## src/rtl/kgp_risc_pkg.sv

```systemverilog
// Shared opcode encodings, sequencer state type and branch-condition decode
// for the KGPRISC multi-cycle sequencer.
package kgp_risc_pkg;

   localparam logic [5:0] OP_ALU  = 6'h00;
   localparam logic [5:0] OP_ALUI = 6'h01;
   localparam logic [5:0] OP_LW   = 6'h02;
   localparam logic [5:0] OP_SW   = 6'h03;
   localparam logic [5:0] OP_B    = 6'h10;
   localparam logic [5:0] OP_BL   = 6'h11;
   localparam logic [5:0] OP_JR   = 6'h12;
   localparam logic [5:0] OP_BZ   = 6'h13;
   localparam logic [5:0] OP_BNZ  = 6'h14;
   localparam logic [5:0] OP_BCY  = 6'h15;
   localparam logic [5:0] OP_BNCY = 6'h16;
   localparam logic [5:0] OP_BV   = 6'h17;
   localparam logic [5:0] OP_BNV  = 6'h18;
   localparam logic [5:0] OP_BS   = 6'h19;
   localparam logic [5:0] OP_BNS  = 6'h1A;
   localparam logic [5:0] OP_HALT = 6'h3F;

   typedef enum logic [2:0] {FETCH, DECODE, EXEC, MEM, WB, HALT, FAULT} state_t;

   function automatic logic is_cond_branch(input logic [5:0] op);
      return (op >= OP_BZ) && (op <= OP_BNS);
   endfunction

   function automatic logic is_legal(input logic [5:0] op);
      return (op <= OP_SW) || ((op >= OP_B) && (op <= OP_BNS)) || (op == OP_HALT);
   endfunction

   // Non-conditional opcodes report "not taken"; unconditional jumps are handled by the sequencer.
   function automatic logic branch_cond(input logic [5:0] op, input logic z, input logic c,
                                        input logic v, input logic s);
      logic t;
      t = 1'b0;
      case (op)
         OP_BZ:   t = z;
         OP_BNZ:  t = ~z;
         OP_BCY:  t = c;
         OP_BNCY: t = ~c;
         OP_BV:   t = v;
         OP_BNV:  t = ~v;
         OP_BS:   t = s;
         OP_BNS:  t = ~s;
         default: t = 1'b0;
      endcase
      return t;
   endfunction

endpackage

```

## src/rtl/kgp_branch_cond.sv

```systemverilog
// Combinational conditional-branch resolver: opcode plus ALU flags -> taken.
module kgp_branch_cond
   import kgp_risc_pkg::*;
(
   input  logic [5:0] opcode,
   input  logic       zflag,
   input  logic       carryflag,
   input  logic       overflowflag,
   input  logic       signflag,
   output logic       taken
);

   always_comb begin
      taken = branch_cond(opcode, zflag, carryflag, overflowflag, signflag);
   end

endmodule

```

## src/rtl/kgp_risc_mc_seq.sv

```systemverilog
// Multi-cycle FETCH/DECODE/EXEC/MEM/WB sequencer with req/ack memories.
// Define KGP_SEQ_PERF_EN to implement the instret/cycles counters (tied to 0 otherwise).
module kgp_risc_mc_seq
   import kgp_risc_pkg::*;
#(
   parameter int              XLEN     = 32,
   parameter logic [XLEN-1:0] PC_RESET = '0,
   parameter int              PC_STEP  = 4,
   parameter int              TIMEOUT  = 255
) (
   input  logic            clk,
   input  logic            start,
   output logic            imem_req,
   input  logic            imem_ack,
   input  logic [31:0]     instr,
   output logic            dmem_req,
   output logic            dmem_we,
   input  logic            dmem_ack,
   input  logic            zflag,
   input  logic            carryflag,
   input  logic            overflowflag,
   input  logic            signflag,
   input  logic [XLEN-1:0] rd1,
   input  logic [XLEN-1:0] label,
   output logic [XLEN-1:0] PC,
   output logic [31:0]     ir,
   output logic            alu_en,
   output logic            reg_we,
   output logic            ra_we,
   output logic [XLEN-1:0] link,
   output logic            mem_to_reg,
   output logic            stop,
   output logic            fault,
   output logic [31:0]     instret,
   output logic [31:0]     cycles
);

   state_t          state, next_state;
   logic            run;
   logic [7:0]      wait_cnt;
   logic [5:0]      op;
   logic            taken;
   logic            timed_out;
   logic            waiting;
   logic [XLEN-1:0] pc_inc;

   assign op        = ir[31:26];
   assign pc_inc    = PC + XLEN'(PC_STEP);
   assign link      = pc_inc;
   assign timed_out = (wait_cnt == 8'(TIMEOUT));
   assign waiting   = ((state == FETCH) && run && !imem_ack) || ((state == MEM) && !dmem_ack);

   kgp_branch_cond u_branch_cond (
      .opcode       (op),
      .zflag        (zflag),
      .carryflag    (carryflag),
      .overflowflag (overflowflag),
      .signflag     (signflag),
      .taken        (taken)
   );

   always_ff @(posedge clk) begin
      if (!start) state <= FETCH;
      else        state <= next_state;
   end

   always_comb begin
      next_state = state;
      case (state)
         FETCH: begin
            if (run) begin
               if (imem_ack)       next_state = DECODE;
               else if (timed_out) next_state = FAULT;
            end
         end
         DECODE: begin
            if (op == OP_HALT)     next_state = HALT;
            else if (!is_legal(op)) next_state = FAULT;
            else                   next_state = EXEC;
         end
         EXEC: begin
            if ((op == OP_ALU) || (op == OP_ALUI))    next_state = WB;
            else if ((op == OP_LW) || (op == OP_SW))  next_state = MEM;
            else                                      next_state = FETCH;
         end
         MEM: begin
            if (dmem_ack)       next_state = (op == OP_LW) ? WB : FETCH;
            else if (timed_out) next_state = FAULT;
         end
         WB:      next_state = FETCH;
         HALT:    next_state = HALT;
         FAULT:   next_state = FAULT;
         default: next_state = FETCH;
      endcase
   end

   always_comb begin
      imem_req   = 1'b0;
      dmem_req   = 1'b0;
      dmem_we    = 1'b0;
      alu_en     = 1'b0;
      reg_we     = 1'b0;
      ra_we      = 1'b0;
      mem_to_reg = 1'b0;
      stop       = 1'b0;
      fault      = 1'b0;
      case (state)
         FETCH: imem_req = run;
         EXEC: begin
            alu_en = 1'b1;
            ra_we  = (op == OP_BL);
         end
         MEM: begin
            dmem_req = 1'b1;
            dmem_we  = (op == OP_SW);
         end
         WB: begin
            reg_we     = 1'b1;
            mem_to_reg = (op == OP_LW);
         end
         HALT: stop = 1'b1;
         FAULT: begin
            stop  = 1'b1;
            fault = 1'b1;
         end
         default: ;
      endcase
   end

   // run holds requests low for the first cycle after a reset edge, so an
   // aborted handshake is never re-asserted while start is still low.
   always_ff @(posedge clk) begin
      if (!start) begin
         PC       <= PC_RESET;
         ir       <= '0;
         run      <= 1'b0;
         wait_cnt <= '0;
      end else begin
         run <= 1'b1;
         if ((state == FETCH) && run && imem_ack) ir <= instr;
         if (waiting && (next_state == state)) wait_cnt <= wait_cnt + 8'd1;
         else                                  wait_cnt <= '0;
         case (state)
            EXEC: begin
               if ((op == OP_B) || (op == OP_BL)) PC <= label;
               else if (op == OP_JR)              PC <= rd1;
               else if (is_cond_branch(op))       PC <= taken ? label : pc_inc;
            end
            MEM:     if (dmem_ack && (op == OP_SW)) PC <= pc_inc;
            WB:      PC <= pc_inc;
            default: ;
         endcase
      end
   end

`ifdef KGP_SEQ_PERF_EN
   logic retire;
   assign retire = (state == WB) ||
                   ((state == MEM) && dmem_ack && (op == OP_SW)) ||
                   ((state == EXEC) && (next_state == FETCH));

   always_ff @(posedge clk) begin
      if (!start) begin
         instret <= '0;
         cycles  <= '0;
      end else begin
         cycles <= cycles + 32'd1;
         if (retire) instret <= instret + 32'd1;
      end
   end
`else
   assign instret = '0;
   assign cycles  = '0;
`endif

endmodule

```

## config.mk

```make
export PLATFORM = sky130hd
export DESIGN_NAME = kgp_risc_mc_seq
export DESIGN_NICKNAME = d
export VERILOG_FILES = /design/src/rtl/kgp_risc_pkg.sv /design/src/rtl/kgp_branch_cond.sv /design/src/rtl/kgp_risc_mc_seq.sv
export SDC_FILE = /design/constraint.sdc
export NUM_CORES = 1
export LEC_CHECK = 0
export ABC_AREA = 1
export BUFFER_PORTS_ARGS = -buffer_cell sky130_fd_sc_hd__buf_2
export CELL_PAD_IN_SITES_DETAIL_PLACEMENT = 0
export CELL_PAD_IN_SITES_GLOBAL_PLACEMENT = 1
export CORE_MARGIN = 4
export CORE_UTILIZATION = 28
export CTS_BUF_LIST = sky130_fd_sc_hd__clkbuf_8
export CTS_CLUSTER_DIAMETER = 80
export DETAILED_ROUTE_END_ITERATION = 12
export MAX_ROUTING_LAYER = met4
export PLACE_DENSITY_LB_ADDON = 0.12
export SYNTH_ARGS = -nofsm -noshare
export SYNTH_HDL_FRONTEND = slang
export SYNTH_SLANG_ARGS = --single-unit
```

## constraint.sdc

```tcl
create_clock -name clk -period 1.7 [get_ports clk]
set_clock_uncertainty 0.2 [all_clocks]
set_input_delay 0.085 -clock clk [delete_from_list [all_inputs] [get_ports clk]]
set_output_delay 0.085 -clock clk [all_outputs]
set_load 0.02 [all_outputs]
```

==> impl_metrics.py, run 1 <==
metrics = {
    "synthesis": {
        "synth_most_common_cell": "nand2_1",
        "synth_area_sq_um": 5150,
        "yosys-top-cells-count": "nand2_1 (164), dfxtp_1 (76), a21oi_1 (70)",
        "syn_avg_cell_area_sq_um": 6.74,
        "ys_ff_latch": 76,
        "yosysWarnings": 0,
        "async_flop_share": 0,
        "ys_seq_area_frac": 0.296,
        "synth.distinct_cells": 38,
        "yosys-top-cells-area": "dfxtp_1 (30%), nand2_1 (12%), buf_4 (9.8%), a21oi_1 (6.8%), nand3_1 (5.5%)",
        "netlist.top_cell.by_area": "dfxtp_1",
        "synth_edf_count": 0,
        "synth_flop_cell": "dfxtp_1",
        "synth.top_cell.area_share": 0.296,
        "netlist_instances": 763,
    },
    "timing": {
        "rsz0062_at_grt": "yes",
        "post-route-period-util": 1.33,
        "finalSetupViolCount": 70,
        "timing.hold.ws_ps": 262,
        "hold_viol_final": 0,
        "fin_tns_setup_ps": -19440,
        "slew_violations": 0,
        "fmax_mhz": 442,
        "setup_ws_ps": -564,
        "finalCriticalPeriod_ps": 2260,
    },
    "place": {
        "post-place-ws_ps": -273,
        "dpl.hpwl_mm": 15.0,
        "finalWeightedCongestion": 0.846,
        "portBuffers": 208,
        "place_inst": 1298,
        "placed_cell_area_sq_um": 7480,
    },
    "final_layout": {
        "nets": 1350,
        "fin_area_sq_um": 10900,
        "final_cells": 1478,
        "final_util": 0.606,
        "antenna_cells": 0,
        "drive_above_1_share": 0.557,
        "area_growth_pct": 112,
    },
    "routing": {
        "drc_errors": 0,
        "avgRoutedWirePerCell_microns": 15.6,
        "ant_nets": 0,
        "avgViaCountPerCell": 4.50,
        "dr.first_iter.drc_count": 195,
        "first_pass_iters": 4,
        "vias": 6650,
        "drt_wl_total_mm": 23.1,
    },
    "floorplan": {
        "io_pins": 273,
        "dieArea_sq_um": 20600,
        "initial_core_util": 0.286,
        "die_x_microns": 144,
        "core_area_sq_um": 18000,
        "rows": 49,
        "chipHeight_microns": 144,
    },
    "power_and_ir_drop": {
        "internal_power_mw": 3.99,
        "netSwitchingPower_mw": 2.54,
        "switching_share": 0.389,
        "power_frac_clock": 0.235,
        "power_frac_comb": 0.452,
        "ir_worst_vdd_mv": 0.447,
        "p_leak_nw": 5.08,
        "power_mw": 6.53,
        "power_density_nw_per_um2": 598,
        "seqPwrFrac": 0.312,
    },
    "clock_tree": {
        "cts_root_buf": "clkbuf_8",
        "clkSinkCount": 76,
        "htreeDepth": 3,
        "cts_tree": "yes",
        "cts.clk_slew.worst_paths_ps": 100,
        "numCtsBuffers": 9,
        "clock_latency_ps": 380,
        "clk_path_buf_depth": 2,
    },
    "setup_path": {
        "crit_path_start_kind": "register",
        "required_ps": 1410,
        "crit_family": "simple AND/OR/NAND/NOR gates",
        "timing.reg2reg.setup_slack_ps": -310,
        "cp_slowest_cell": "dfxtp_4",
        "worstSetupEndpointType": "output pin",
        "critical_path_buf_inv_count": 3,
        "crit_path_max_fanout": 5,
        "cp_cell_sequence": "ha_4, nand3_4, nor2_4, nand3_4, nor2_4, buf_6, buf_12, xor2_4, buf_6",
        "cp_slowest_stage_delay_ps": 380,
        "critical_path_class": "register to output pin",
        "critPathArrivalTime_ps": 1980,
    },
    "global_route": {
        "grt_usage": 0.219,
        "grt_max_degree": 31,
        "gr-total-overflow": 0,
        "grt_pass1_vias": 6542,
        "antenna_found_initial": 0,
        "grt_pass1_wl_mm": 34.5,
    },
    "run": {
        "maxCapViolCount": 0,
    },
    "run_status": {
        "violations": "negative setup slack",
        "status": "finished, violations left",
    },
    "min_path": {
        "hold_path.class": "register to register",
    },
}
==> layout make-up <==
cell class              count  area [sq um]
multi-input cells         579          4290
well taps                 229           287
fillers                  1580          7110
clock buffers               9           124
repair buffers            502          4200
clock inverters             7          81.3
flip-flops and latches     76          1620
inverters                  76           323
==> kinds of logic (layout without fill, tap and decap cells) <==
kind of cell               Yosys count  count (layout)  synth area share
xor gates and xnor gates            33              33            0.0562
buffers and inverters              174             594             0.186
adders and majority gates            2               2           0.00486
other                                1              64          0.000729
AOI/OAI and AO/OA                  157             157             0.173
and+or+nand+nor                    320             323             0.283
DFF                                 76              76             0.296
==> placed cells by master (no fill, tap or decap), drive strengths merged <==
cell         Yosys  layout
bufinv           0       1
nor2            53      53
dfxtp           76      76
clkinv           0       2
nor3            12      12
nand4           18      18
a21oi           92      92
inv             76      79
nand3           63      63
o21ai           57      57
nand2          169     172
clkbuf          14      11
buf             84     401
ha               2       2
a22oi            2       2
xor2            23      23
a41oi            1       1
a31oi            2       2
a211oi           1       1
nand3b           2       2
clkinvlp         0       1
dlygate4sd3      0      99
xnor2           10      10
o21a             1       1
or2              1       1
a31o             1       1
nor3b            2       2
conb             1      64
==> repair_timing <==
item                                    in CTS  in global routing
resized for setup                          253                148
endpoints found under the hold margin       68                  0
setup buffers                               38                 29
endpoints found under the setup margin     106                105
pin swaps                                   69                 98
gates cloned                                 9                  2
hold buffers                                99                  0
==> worst paths after layout <==
kind / start / to / depth (start not counted)
max reg2reg: PC[3] / PC[27] / 11
min reg2reg: ir[22] / ir[22] / 2
max: PC[3] / link[14] / 9
min: ir[22] / ir[22] / 2
==> metal layers <==
metal,global-route usage,vias up,share of wire
met4,0.0446,0,0.012
met5,-,-,0
met1,0.271,3106,0.43
li1,-,3321,-
met2,0.377,198,0.50
met3,0.0389,25,0.054
==> power groups by stage <==
| stage | clock [mW] | sequential, mW | combinational (mW) |
|---|---|---|---|
| after floorplan | 0 | 2.24 | 1.02 |
| after global placement | 0 | 2.06 | 1.92 |
| after detailed placement | 0 | 2.06 | 1.91 |
| after CTS | 1.59 | 2.04 | 2.70 |
| after global routing | 1.67 | 2.06 | 3.15 |
| final | 1.54 | 2.04 | 2.95 |
==> flip-flops by register name, indices dropped and copies added (netlist names) <==
signal / count
wait_cnt: 8
ir: 32
PC: 32
run: 1
state: 3
==> worst register-to-register path, stage by stage (launching register included) <==
cell     delay, ps
dfxtp_4        380
buf_6          100
nand3_4         70
nor2_4         130
nand3_4        130
buf_6          150
nor2_4         130
nand2_2         80
xor2_2         200
buf_4          150
a21oi_4        110
a21oi_2         60
No activity file was read; power rests on OpenSTA's default activity.
==> run 2, diff against run 1 <==
--- a/config.mk
+++ b/config.mk
@@ -11,7 +11,7 @@
 export CELL_PAD_IN_SITES_GLOBAL_PLACEMENT = 1
 export CORE_MARGIN = 4
 export CORE_UTILIZATION = 28
-export CTS_BUF_LIST = sky130_fd_sc_hd__clkbuf_8
+export CTS_BUF_LIST = sky130_fd_sc_hd__clkbuf_4
 export CTS_CLUSTER_DIAMETER = 80
 export DETAILED_ROUTE_END_ITERATION = 12
 export MAX_ROUTING_LAYER = met4
==> impl_metrics.py, run 2 (synthesized netlist as in run 1, its figures left out) <==
metrics = {
    "floorplan": {
        "io_pins": 273,
        "rows": 49,
        "dieArea_sq_um": 20600,
        "die_x_microns": 144,
        "core_area_sq_um": 18000,
        "chipHeight_microns": 144,
        "initial_core_util": 0.286,
    },
    "place": {
        "place_inst": 1298,
        "portBuffers": 208,
        "dpl.hpwl_mm": 15.0,
        "finalWeightedCongestion": 0.846,
        "post-place-ws_ps": -273,
        "placed_cell_area_sq_um": 7480,
    },
    "clock_tree": {
        "htreeDepth": 3,
        "clkSinkCount": 76,
        "cts_tree": "yes",
        "clk_path_buf_depth": 2,
        "cts.clk_slew.worst_paths_ps": 160,
        "cts_root_buf": "clkbuf_4",
        "clock_latency_ps": 460,
        "numCtsBuffers": 9,
    },
    "routing": {
        "ant_nets": 0,
        "dr.first_iter.drc_count": 222,
        "avgViaCountPerCell": 4.51,
        "first_pass_iters": 4,
        "drt_wl_total_mm": 23.3,
        "drc_errors": 0,
        "avgRoutedWirePerCell_microns": 15.6,
        "vias": 6743,
    },
    "final_layout": {
        "area_growth_pct": 116,
        "final_cells": 1496,
        "nFillCells": 1571,
        "reg_top3": "PC x32, ir x32, wait_cnt x8",
        "final_cell_mix": "buf_2 (170), buf_4 (140), nand2_1 (116)",
        "nets": 1365,
        "fin_area_sq_um": 11100,
        "layout_commonest_cell": "buf_2",
        "drive_above_1_share": 0.576,
    },
    "timing": {
        "finalSetupViolCount": 74,
        "slew_violations": 0,
        "finalCriticalPeriod_ps": 2370,
        "post-route-period-util": 1.39,
        "fin_tns_setup_ps": -24460,
        "setup_ws_ps": -670,
        "rsz0062_at_grt": "yes",
        "fmax_mhz": 422,
        "hold_viol_final": 0,
    },
    "setup_path": {
        "critical_path_class": "register to output pin",
        "worstSetupEndpointType": "output pin",
        "critPathArrivalTime_ps": 2090,
        "crit_path_max_fanout": 3,
        "crit_path_start_kind": "register",
        "required_ps": 1410,
    },
    "min_path": {
        "hold_path.class": "input port to register",
    },
    "global_route": {
        "grt_pass1_vias": 6647,
        "antenna_found_initial": 1,
        "grt_max_degree": 31,
        "grt_pass1_wl_mm": 34.9,
        "grt_usage": 0.221,
        "gr-total-overflow": 0,
    },
    "power_and_ir_drop": {
        "ir_worst_vdd_mv": 0.392,
        "p_leak_nw": 5.13,
        "power_density_nw_per_um2": 572,
    },
    "run_status": {
        "status": "finished, violations left",
        "violations": "negative setup slack",
    },
    "run": {
        "maxCapViolCount": 0,
    },
}
-- run 2: routing by layer --
layer	part of all wire	GRT usage	vias to the layer above
li1	-	-	3356
met5	0	-	-
met4	0.016	0.0510	0
met2	0.50	0.379	222
met1	0.43	0.271	3135
met3	0.056	0.0396	30
-- run 2: metrics by stage --
| step | util | hold slack, ps | total power, mW |
|---|---|---|---|
| after floorplan | - | -87.3 | 3.27 |
| after global placement | 0.415 | 158 | 3.98 |
| after detailed placement | 0.415 | 163 | 3.97 |
| after CTS | 0.576 | 152 | 6.16 |
| after global routing | 0.616 | 186 | 6.68 |
| final | 0.616 | 204 | 6.34 |
-- run 2: what timing repair did --
item,in CTS,in global routing
gates resized for setup,300,148
endpoints found under the hold margin,76,0
cloned,10,2
hold buffers,99,0
pin swaps,74,90
setup endpoints to repair,107,91
setup buffers,50,29
-- run 2: final timing paths --
check,startpoint,to,slack [ps],cells after the start
hold reg to reg,ir[8],ir[8],270,2
hold / removal,instr[20],ir[20],200,4
setup reg to reg,PC[3],PC[14],-340,11
setup / recovery,PC[3],link[28],-670,8
-- run 2: layout make-up --
class,instances,area (sq um),share of cell area
clock buffers,9,67.6,0.00609
well taps,229,287,0.0258
multi-input cells,579,4370,0.394
flip-flops and latches,76,1620,0.146
diodes,3,7.51,0.000676
inverters,76,318,0.0286
clock inverters,7,81.3,0.00733
repair buffers,517,4350,0.392
-- run 2: where the power goes --
part | switching [mW] | internal (mW)
sequential | 0.118 | 1.91
clock | 0.801 | 0.471
combinational | 1.62 | 1.42
-- run 2: worst max-delay path, stage by stage, from the launching register on --
cell	delay (ps)
dfxtp_4	390
ha_4	150
nand3_4	80
nor2_4	130
nand3_4	120
nor2_4	200
nand4_1	170
xor2_2	230
buf_6	160
